$ cat config.mk
export PLATFORM = sky130hd
export DESIGN_NAME = input_debouncer
export DESIGN_NICKNAME = d
export VERILOG_FILES = /design/src/rtl/input_debouncer_pkg.sv /design/src/rtl/debounce_bit.sv /design/src/rtl/input_debouncer.sv
export SDC_FILE = /design/constraint.sdc
export NUM_CORES = 1
export LEC_CHECK = 0
export ABC_AREA = 1
export CORE_ASPECT_RATIO = 2
export CORE_MARGIN = 3
export CORE_UTILIZATION = 45
export DETAILED_ROUTE_END_ITERATION = 12
export HOLD_SLACK_MARGIN = 0.08
export PLACE_DENSITY_LB_ADDON = 0.3
export SLEW_MARGIN = 20
export SYNTH_ARGS = -nofsm -noshare
export SYNTH_HDL_FRONTEND = slang
export SYNTH_SLANG_ARGS = --single-unit
export TNS_END_PERCENT = 10
$ cat constraint.sdc
create_clock -name clk -period 1.2 [get_ports clk]
set_clock_uncertainty 0.05 [all_clocks]
set_input_delay 0.18 -clock clk [delete_from_list [all_inputs] [get_ports clk]]
set_output_delay 0.18 -clock clk [all_outputs]
set_load 0.02 [all_outputs]
$ cat src/rtl/input_debouncer_pkg.sv
// Shared definitions for the input debouncer.
//   dbnc_state_e : per-bit FSM state encoding (StStable, StSettling)
//   cnt_width()  : width of the per-bit stability counter for a given cycle count
package input_debouncer_pkg;

  typedef enum logic {
    StStable   = 1'b0,
    StSettling = 1'b1
  } dbnc_state_e;

  // Counter only has to reach cycles-1; illegal counts (<2) still get a
  // 1-bit counter so elaboration reaches the explicit parameter error.
  function automatic int unsigned cnt_width(int unsigned cycles);
    return (cycles < 2) ? 1 : $clog2(cycles);
  endfunction

endpackage

$ cat src/rtl/debounce_bit.sv
// Single-bit debouncer: 2-FF synchroniser, stability FSM/counter and
// registered rise/fall pulse generation.
// Ports:
//   clk   : system clock, rising edge
//   rst_n : asynchronous active-low reset
//   din   : raw asynchronous input bit
//   dout  : debounced level
//   rise  : one-cycle pulse coincident with dout going 0->1
//   fall  : one-cycle pulse coincident with dout going 1->0
module debounce_bit
  import input_debouncer_pkg::*;
#(
  parameter int unsigned STABLE_CYCLES = 16
) (
  input  logic clk,
  input  logic rst_n,
  input  logic din,
  output logic dout,
  output logic rise,
  output logic fall
);

  localparam int unsigned CntW = cnt_width(STABLE_CYCLES);
  localparam logic [CntW-1:0] CntMax = CntW'(STABLE_CYCLES - 1);

  dbnc_state_e     state_q, state_d;
  logic [CntW-1:0] cnt_q, cnt_d;
  logic            s1_q, s2_q;
  logic            out_q, out_d;
  logic            rise_q, rise_d;
  logic            fall_q, fall_d;

  always_ff @(posedge clk or negedge rst_n) begin
    if (!rst_n) begin
      s1_q    <= 1'b0;
      s2_q    <= 1'b0;
      state_q <= StStable;
      cnt_q   <= '0;
      out_q   <= 1'b0;
      rise_q  <= 1'b0;
      fall_q  <= 1'b0;
    end else begin
      s1_q    <= din;
      s2_q    <= s1_q;
      state_q <= state_d;
      cnt_q   <= cnt_d;
      out_q   <= out_d;
      rise_q  <= rise_d;
      fall_q  <= fall_d;
    end
  end

  always_comb begin
    state_d = state_q;
    cnt_d   = '0;
    out_d   = out_q;
    rise_d  = 1'b0;
    fall_d  = 1'b0;
    unique case (state_q)
      StStable: begin
        if (s2_q != out_q) begin
          state_d = StSettling;
          cnt_d   = CntW'(1);
        end
      end
      StSettling: begin
        if (s2_q == out_q) begin
          // Input bounced back before it was stable long enough.
          state_d = StStable;
        end else if (cnt_q == CntMax) begin
          state_d = StStable;
          out_d   = s2_q;
          rise_d  = s2_q;
          fall_d  = ~s2_q;
        end else begin
          cnt_d = cnt_q + 1'b1;
        end
      end
    endcase
  end

  assign dout = out_q;
  assign rise = rise_q;
  assign fall = fall_q;

endmodule

$ cat src/rtl/input_debouncer.sv
// Multi-bit input debouncer for raw board inputs (buttons, switches, GPIO).
// Each bit is synchronised and debounced independently by debounce_bit.
// Optional sticky event latch enabled by defining DEBOUNCE_EVENT_LATCH_EN;
// without it evt/irq are tied low and evt_clr is ignored.
// Ports:
//   clk     : system clock, rising edge
//   rst_n   : asynchronous active-low reset
//   in      : raw asynchronous inputs
//   out     : debounced levels
//   rise    : one-cycle pulse per bit on 0->1
//   fall    : one-cycle pulse per bit on 1->0
//   evt_clr : write-1-to-clear for sticky event flags
//   evt     : sticky event flags (set on any rise/fall)
//   irq     : OR of evt
module input_debouncer
  import input_debouncer_pkg::*;
#(
  parameter int unsigned WIDTH         = 4,
  parameter int unsigned STABLE_CYCLES = 16
) (
  input  logic             clk,
  input  logic             rst_n,
  input  logic [WIDTH-1:0] in,
  output logic [WIDTH-1:0] out,
  output logic [WIDTH-1:0] rise,
  output logic [WIDTH-1:0] fall,
  input  logic [WIDTH-1:0] evt_clr,
  output logic [WIDTH-1:0] evt,
  output logic             irq
);

  if (STABLE_CYCLES < 2) begin : gen_param_check
    $error("input_debouncer: STABLE_CYCLES must be >= 2");
  end

  for (genvar i = 0; i < WIDTH; i++) begin : gen_bit
    debounce_bit #(
      .STABLE_CYCLES(STABLE_CYCLES)
    ) u_bit (
      .clk  (clk),
      .rst_n(rst_n),
      .din  (in[i]),
      .dout (out[i]),
      .rise (rise[i]),
      .fall (fall[i])
    );
  end

`ifdef DEBOUNCE_EVENT_LATCH_EN
  logic [WIDTH-1:0] evt_q, evt_d;

  // Set has priority over a same-cycle clear.
  always_comb begin
    evt_d = (evt_q & ~evt_clr) | rise | fall;
  end

  always_ff @(posedge clk or negedge rst_n) begin
    if (!rst_n) begin
      evt_q <= '0;
    end else begin
      evt_q <= evt_d;
    end
  end

  assign evt = evt_q;
  assign irq = |evt_q;
`else
  logic unused_evt_clr;
  assign unused_evt_clr = ^evt_clr;
  assign evt = '0;
  assign irq = 1'b0;
`endif

endmodule

### After elaboration in Yosys (flattened, before gate mapping)

Index checks and enable logic that the tools add are counted.

| cells by class | value |
|---|---|
| add/sub/neg operators | 4 |
| multipliers | 0 |
| div/mod/pow operators | 0 |
| order comparisons | 0 |
| equality and inequality tests | 12 |
| shifts and indexed selects | 0 |
| muxes and demuxes | 56 |
| bitwise gates (word level) | 12 |
| reduce and logical (&&, ||, !) cells | 4 |

Operator list:

| cell | count |
|---|---|
| 1-bit two-way mux | 40 |
| 4-bit two-way mux | 8 |
| 4-bit case mux with 2 select lines | 4 |
| 4-bit by 1-bit adder with 4-bit output, second input constant | 4 |
| 4-bit == test, second input constant | 4 |
| 1-bit NOT | 12 |
| 3-bit AND reduction | 4 |
| 1-bit case mux with 2 select lines | 4 |
| 1-bit == test | 4 |
| 1-bit inequality test | 4 |

| storage, ports and cells | value |
|---|---|
| register bits after elaboration | 40 |
| bits in latches | 0 |
| RAM bits | 0 |
| memory bits (read-only) | 0 |
| output and inout bits | 17 |
| logic and storage cells | 116 |
| memories | 0 |

### Depth between registers and ports, before layout

Gate-level depths: netlist of run 1.

| depth | value |
|---|---|
| depth in word-level cells | 4 |
| depth in mapped cells | 6 |

### Hierarchy

From an unflattened synthesis of run 1, not the netlist that was laid out.

| unflattened totals | value |
|---|---|
| cell total of the unflattened synthesis | 178 |
| area, all modules | 1712.9 um^2 |

Modules (own cells, without submodules):

| module | times used | cells each | area an instance (um^2) |
|---|---|---|---|
| debounce_bit | 4 | 43 | 417.9 |
| input_debouncer | 1 | 6 | 41.3 |

### Worst setup path before layout of run 1

OpenSTA, ideal clock, no wires.

| timing path | value |
|---|---|
| path type | flip-flop to flip-flop |
| start point | register gen_bit[3].u_bit.cnt_q[0] |
| end point | register gen_bit[3].u_bit.cnt_q[0] |
| setup time | 0.077 ns |
| arrival | 0.961 ns |
| data required time | 1.073 ns |
| slack | 0.112 ns |
| cell stages (with the launch flop) | 7 |
| period minus slack after synthesis | 1.088 ns |
| cells stage by stage | dfrtp_1 ha_1 nand2_2 inv_1 nand2_1 nand2_1 a21oi_1 |

| between the ends | value |
|---|---|
| longest elaborated chain between the ends | 4 |
| elaborated cells on any way between the ends | 5 |

Ends and longest elaborated chain:

| element | line | RTL |
|---|---|---|
| start, declared | debounce_bit.sv:27 | `logic [CntW-1:0] cnt_q, cnt_d;` |
| start signal, assigned | debounce_bit.sv:46 | `cnt_q <= cnt_d;` |
| 4-bit by 1-bit adder with 4-bit output / 4-bit == test (equally long branches) | debounce_bit.sv:76, debounce_bit.sv:70 |  |
| 4-bit two-way mux * | debounce_bit.sv:70 | `end else if (cnt_q == CntMax) begin` |
| 4-bit two-way mux * | debounce_bit.sv:67 | `if (s2_q == out_q) begin` |
| 4-bit case mux with 2 select lines * | debounce_bit.sv:59 | `unique case (state_q)` |
| named net gen_bit[3].u_bit.cnt_d[0] | debounce_bit.sv:27 |  |

Mark *: on every way through the listed nets, which the timed path passes. The rest lies on a longest branch.
A chain may end at the register's enable or synchronous reset.

### Worst setup path in the final report of run 1

| timing path | value |
|---|---|
| start point | register gen_bit[0].u_bit.out_q |
| end point | output port out[0] |

RTL lines:

| element | line | RTL |
|---|---|---|
| start, declared | debounce_bit.sv:29 | `logic out_q, out_d;` |
| start signal, assigned | debounce_bit.sv:47 | `out_q <= out_d;` |
| end, declared | input_debouncer.sv:24 | `output logic [WIDTH-1:0] out,` |

No word-level cell between the ends.

==> impl_metrics.py, run 1 <==
metrics = {
    "synthesis": {
        "seq_area_frac_synth_pct": 55.59,
        "yosysUniqueCellTypes": 14,
        "synthCells": 190,
        "syn_avg_cell_area_um2": 9.476,
        "ys.warnings.count": 0,
        "syn-cell-area_mm2": 0.001800,
        "synth_seq_cells": 40,
    },
    "routing": {
        "vias": 1238,
        "first_pass_iters": 4,
        "wl_per_cell_um": 11.16,
        "drtIter0Drc": 17,
        "drc_errors": 0,
        "vias_per_cell": 4.798,
        "routed_wl_mm": 2.879,
        "ant_nets": 0,
    },
    "cts": {
        "cts_sinks": 40,
        "cts_tree": "built",
        "insertion_delay_ns": 0.28,
        "cts_root_buf": "clkbuf_8",
        "htree_levels": 2,
        "cts_buffers": 5,
        "clk_pin_slew_worst_paths_ns": 0.07,
        "clk_path_buf_depth": 2,
    },
    "grt": {
        "grt_max_degree": 41,
        "antenna_found_initial": 0,
        "grt.overflow.total": 0,
        "grt_first_pass_wirelength_mm": 5.023,
        "grt_usage_pct": 13.88,
        "grt_pass1_vias": 1219,
    },
    "floorplanning": {
        "die_area_mm2": 0.004842,
        "start_util_pct": 48.35,
        "coreArea_mm2": 0.003724,
        "die_w_um": 50.73,
        "row_count": 31,
        "die_height_um": 95.46,
        "boundaryPins": 27,
    },
    "layout": {
        "diodes": 0,
        "finalInstanceArea_mm2": 0.002093,
        "drive_gt1_share_pct": 24.88,
        "stdcell_count": 258,
        "final_util_pct": 56.22,
        "num-fill-cells": 346,
        "layout.nets": 223,
        "area_delta_synth_final_pct": 16.26,
    },
    "critical_path": {
        "worstRegToRegCells": 6,
        "crit_type": "reg -> out",
        "crit_family": "flip-flops",
        "slowest_delay_ns": 0.39,
        "r2r_end": "gen_bit[0].u_bit.cnt_q[0]",
        "path_buf_inv": 1,
        "r2r-start": "gen_bit[0].u_bit.cnt_q[1]",
        "critPathRequiredTime_ns": 0.97,
        "start_kind": "register",
        "regToRegSetupSlack_ns": 0.06,
        "crit_path_max_fanout": 2,
        "worst_path_max_delay_cell": "dfrtp_1",
        "critPathArrivalTime_ns": 0.93,
        "endpoint_kind": "output port",
        "crit_chain": "clkdlybuf4s15_2",
    },
    "pwr": {
        "pwr-share-seq_pct": 59.3,
        "power_density_mw_per_mm2": 1148,
        "combPwrFrac_pct": 6.8,
        "p_switching_mw": 0.5582,
        "clkPwrFrac_pct": 33.9,
        "internal_power_mw": 1.846,
        "power_mw": 2.404,
        "p_leak_nw": 1.102,
        "swShare_pct": 23.22,
        "ir_worst_vdd_mv": 0.7946,
    },
    "run_status": {
        "status": "completed",
    },
    "placed_design": {
        "hpwl_mm": 2.165,
        "place.gp.congestion": 0.8418,
        "port_buffers": 17,
        "place_area_mm2": 0.001972,
        "dpl.cell_count": 249,
    },
    "timing": {
        "rsz0062_at_grt": "yes",
        "min_period_ns": 1.156,
        "setup_viol": 0,
        "fin_hold_ws_ns": 0.2811,
        "hold_viol": 0,
        "max_freq_ghz": 0.8650,
        "post-route-period-util_pct": 96.34,
        "slew_viol_final": 0,
    },
    "job": {
        "drv_cap": 0,
    },
    "hold_path": {
        "holdCritStartpoint": "in[0]",
        "holdPathEnd": "gen_bit[0].u_bit.s1_q",
        "min_path_cells": 1,
        "min_path_type": "in -> reg",
    },
}
[metrics by stage]
step / setup WS [ns] / TNS [ns]
after floorplan: 0.1118 / 0
after global placement: -0.001593 / -0.001593
after detailed placement: -0.05237 / -0.07925
after CTS: 0.004164 / 0
after global routing: -0.01528 / -0.03341
final: 0.04395 / 0
[sequential cells by signal, summed over array words and instances, names as in the netlist]
signal,count
gen_bit.u_bit.cnt_q,16
gen_bit.u_bit.dout,4
gen_bit.u_bit.fall,4
gen_bit.u_bit.rise,4
gen_bit.u_bit.s1_q,4
gen_bit.u_bit.s2_q,4
gen_bit.u_bit.state_q,4
[cells in the final DEF (no fill, tap or decap), types with 3 or more instances in the layout]
master | synthesis | routed
a21oi_1 | 8 | 6
buf_4 | 17 | 6
clkbuf_2 | 0 | 5
clkbuf_8 | 0 | 5
clkdlybuf4s15_1 | 0 | 3
clkdlybuf4s15_2 | 0 | 3
clkdlybuf4s50_1 | 0 | 4
conb_1 | 1 | 5
dfrtp_1 | 40 | 40
inv_1 | 32 | 30
nand2_1 | 37 | 35
nand2_2 | 7 | 7
nand3_1 | 8 | 8
nand3_2 | 4 | 4
nand4_1 | 8 | 8
nor2_1 | 16 | 16
nor2_4 | 4 | 4
nor3_2 | 4 | 4
[worst max path at each step]
stage	startpoint	to	slack, ns	cells after the start
5_1_grt	gen_bit[2].u_bit.cnt_q[1]	gen_bit[2].u_bit.dout	-0.02	6
2_1_floorplan	gen_bit[3].u_bit.cnt_q[0]	gen_bit[3].u_bit.cnt_q[0]	0.11	6
6_report	gen_bit[0].u_bit.dout	out[0]	0.04	1
3_5_place_dp	gen_bit[0].u_bit.cnt_q[0]	gen_bit[0].u_bit.cnt_q[0]	-0.05	6
3_3_place_gp	gen_bit[2].u_bit.dout	out[2]	-0.002	1
4_1_cts	gen_bit[2].u_bit.rise	rise[2]	0.004	1
[cell families (layout without fill, tap and decap cells)]
kind of cell,after synthesis,in the layout,share of synthesized area (%)
AO/OA/AOI/OAI,8,8,2.224
adder cells (fa/ha/maj),4,4,2.780
buffers and inverters,49,64,13.76
flip-flops,40,40,55.59
other,1,5,0.2083
AND/OR/NAND/NOR,88,88,25.43
[synthesized netlist by cell type]
cell type / n / area share, %
dfrtp_1: 40 / 56
nand2_1: 37 / 7.7
conb_1: 1 / 0.21
nor2_4: 4 / 2.5
nor2_1: 16 / 3.3
a21oi_1: 8 / 2.2
nor3_2: 4 / 2.2
nand3_2: 4 / 2.2
nand3_1: 8 / 2.2
ha_1: 4 / 2.8
nand4_1: 8 / 2.8
inv_1: 32 / 6.7
buf_4: 17 / 7.1
nand2_2: 7 / 2.4
[routing by layer]
metal / vias up / share of wire [%] / track usage (%)
met2: 33 / 56 / 25.22
met5: - / 0 / 0
met4: 0 / 3.6 / 10.11
met3: 10 / 4.1 / 3.130
met1: 593 / 37 / 13.20
li1: 602 / - / -
[power groups by stage]
stage / Clock (mW) / Sequential, mW / Combinational [mW]
2_1_floorplan: 0 / 1.44 / 0.0904
3_3_place_gp: 0 / 1.44 / 0.142
6_report: 0.816 / 1.43 / 0.163
5_1_grt: 0.913 / 1.43 / 0.187
3_5_place_dp: 0 / 1.45 / 0.149
4_1_cts: 0.864 / 1.42 / 0.158
[cell type report]
cell class / count / area, µm² / share of cell area, %
multi-input cells: 105 / 619.3 / 29.59
well taps: 49 / 61.31 / 2.929
repair buffers: 25 / 214.0 / 10.22
inverters: 32 / 120.1 / 5.738
flip-flops and latches: 40 / 1001 / 47.82
clock inverters: 1 / 5.005 / 0.2391
clock buffers: 6 / 72.57 / 3.467
[what timing repair did]
item,CTS,global route
setup endpoints to repair,13,18
hold buffers,1,0
setup buffers,1,0
resized for setup,31,17
hold endpoints to repair,40,0
pin swaps,0,4
Note: power is estimated with default switching activity, not from simulation.
==> run 2: changes to the inputs <==
--- a/config.mk
+++ b/config.mk
@@ -9,6 +9,7 @@
 export CORE_ASPECT_RATIO = 2
 export CORE_MARGIN = 3
 export CORE_UTILIZATION = 45
+export CTS_CLUSTER_SIZE = 40
 export DETAILED_ROUTE_END_ITERATION = 12
 export HOLD_SLACK_MARGIN = 0.08
 export PLACE_DENSITY_LB_ADDON = 0.3
==> results of run 2 <==
No change in the layout: final DEF, timing and power equal those of run 1.
==> run 3: changes to the inputs <==
--- a/config.mk
+++ b/config.mk
@@ -6,6 +6,7 @@
 export NUM_CORES = 1
 export LEC_CHECK = 0
 export ABC_AREA = 1
+export ABC_CLOCK_PERIOD_IN_PS = 1200
 export CORE_ASPECT_RATIO = 2
 export CORE_MARGIN = 3
 export CORE_UTILIZATION = 45
==> results of run 3 <==
No change in the layout: final DEF, timing and power equal those of run 1.
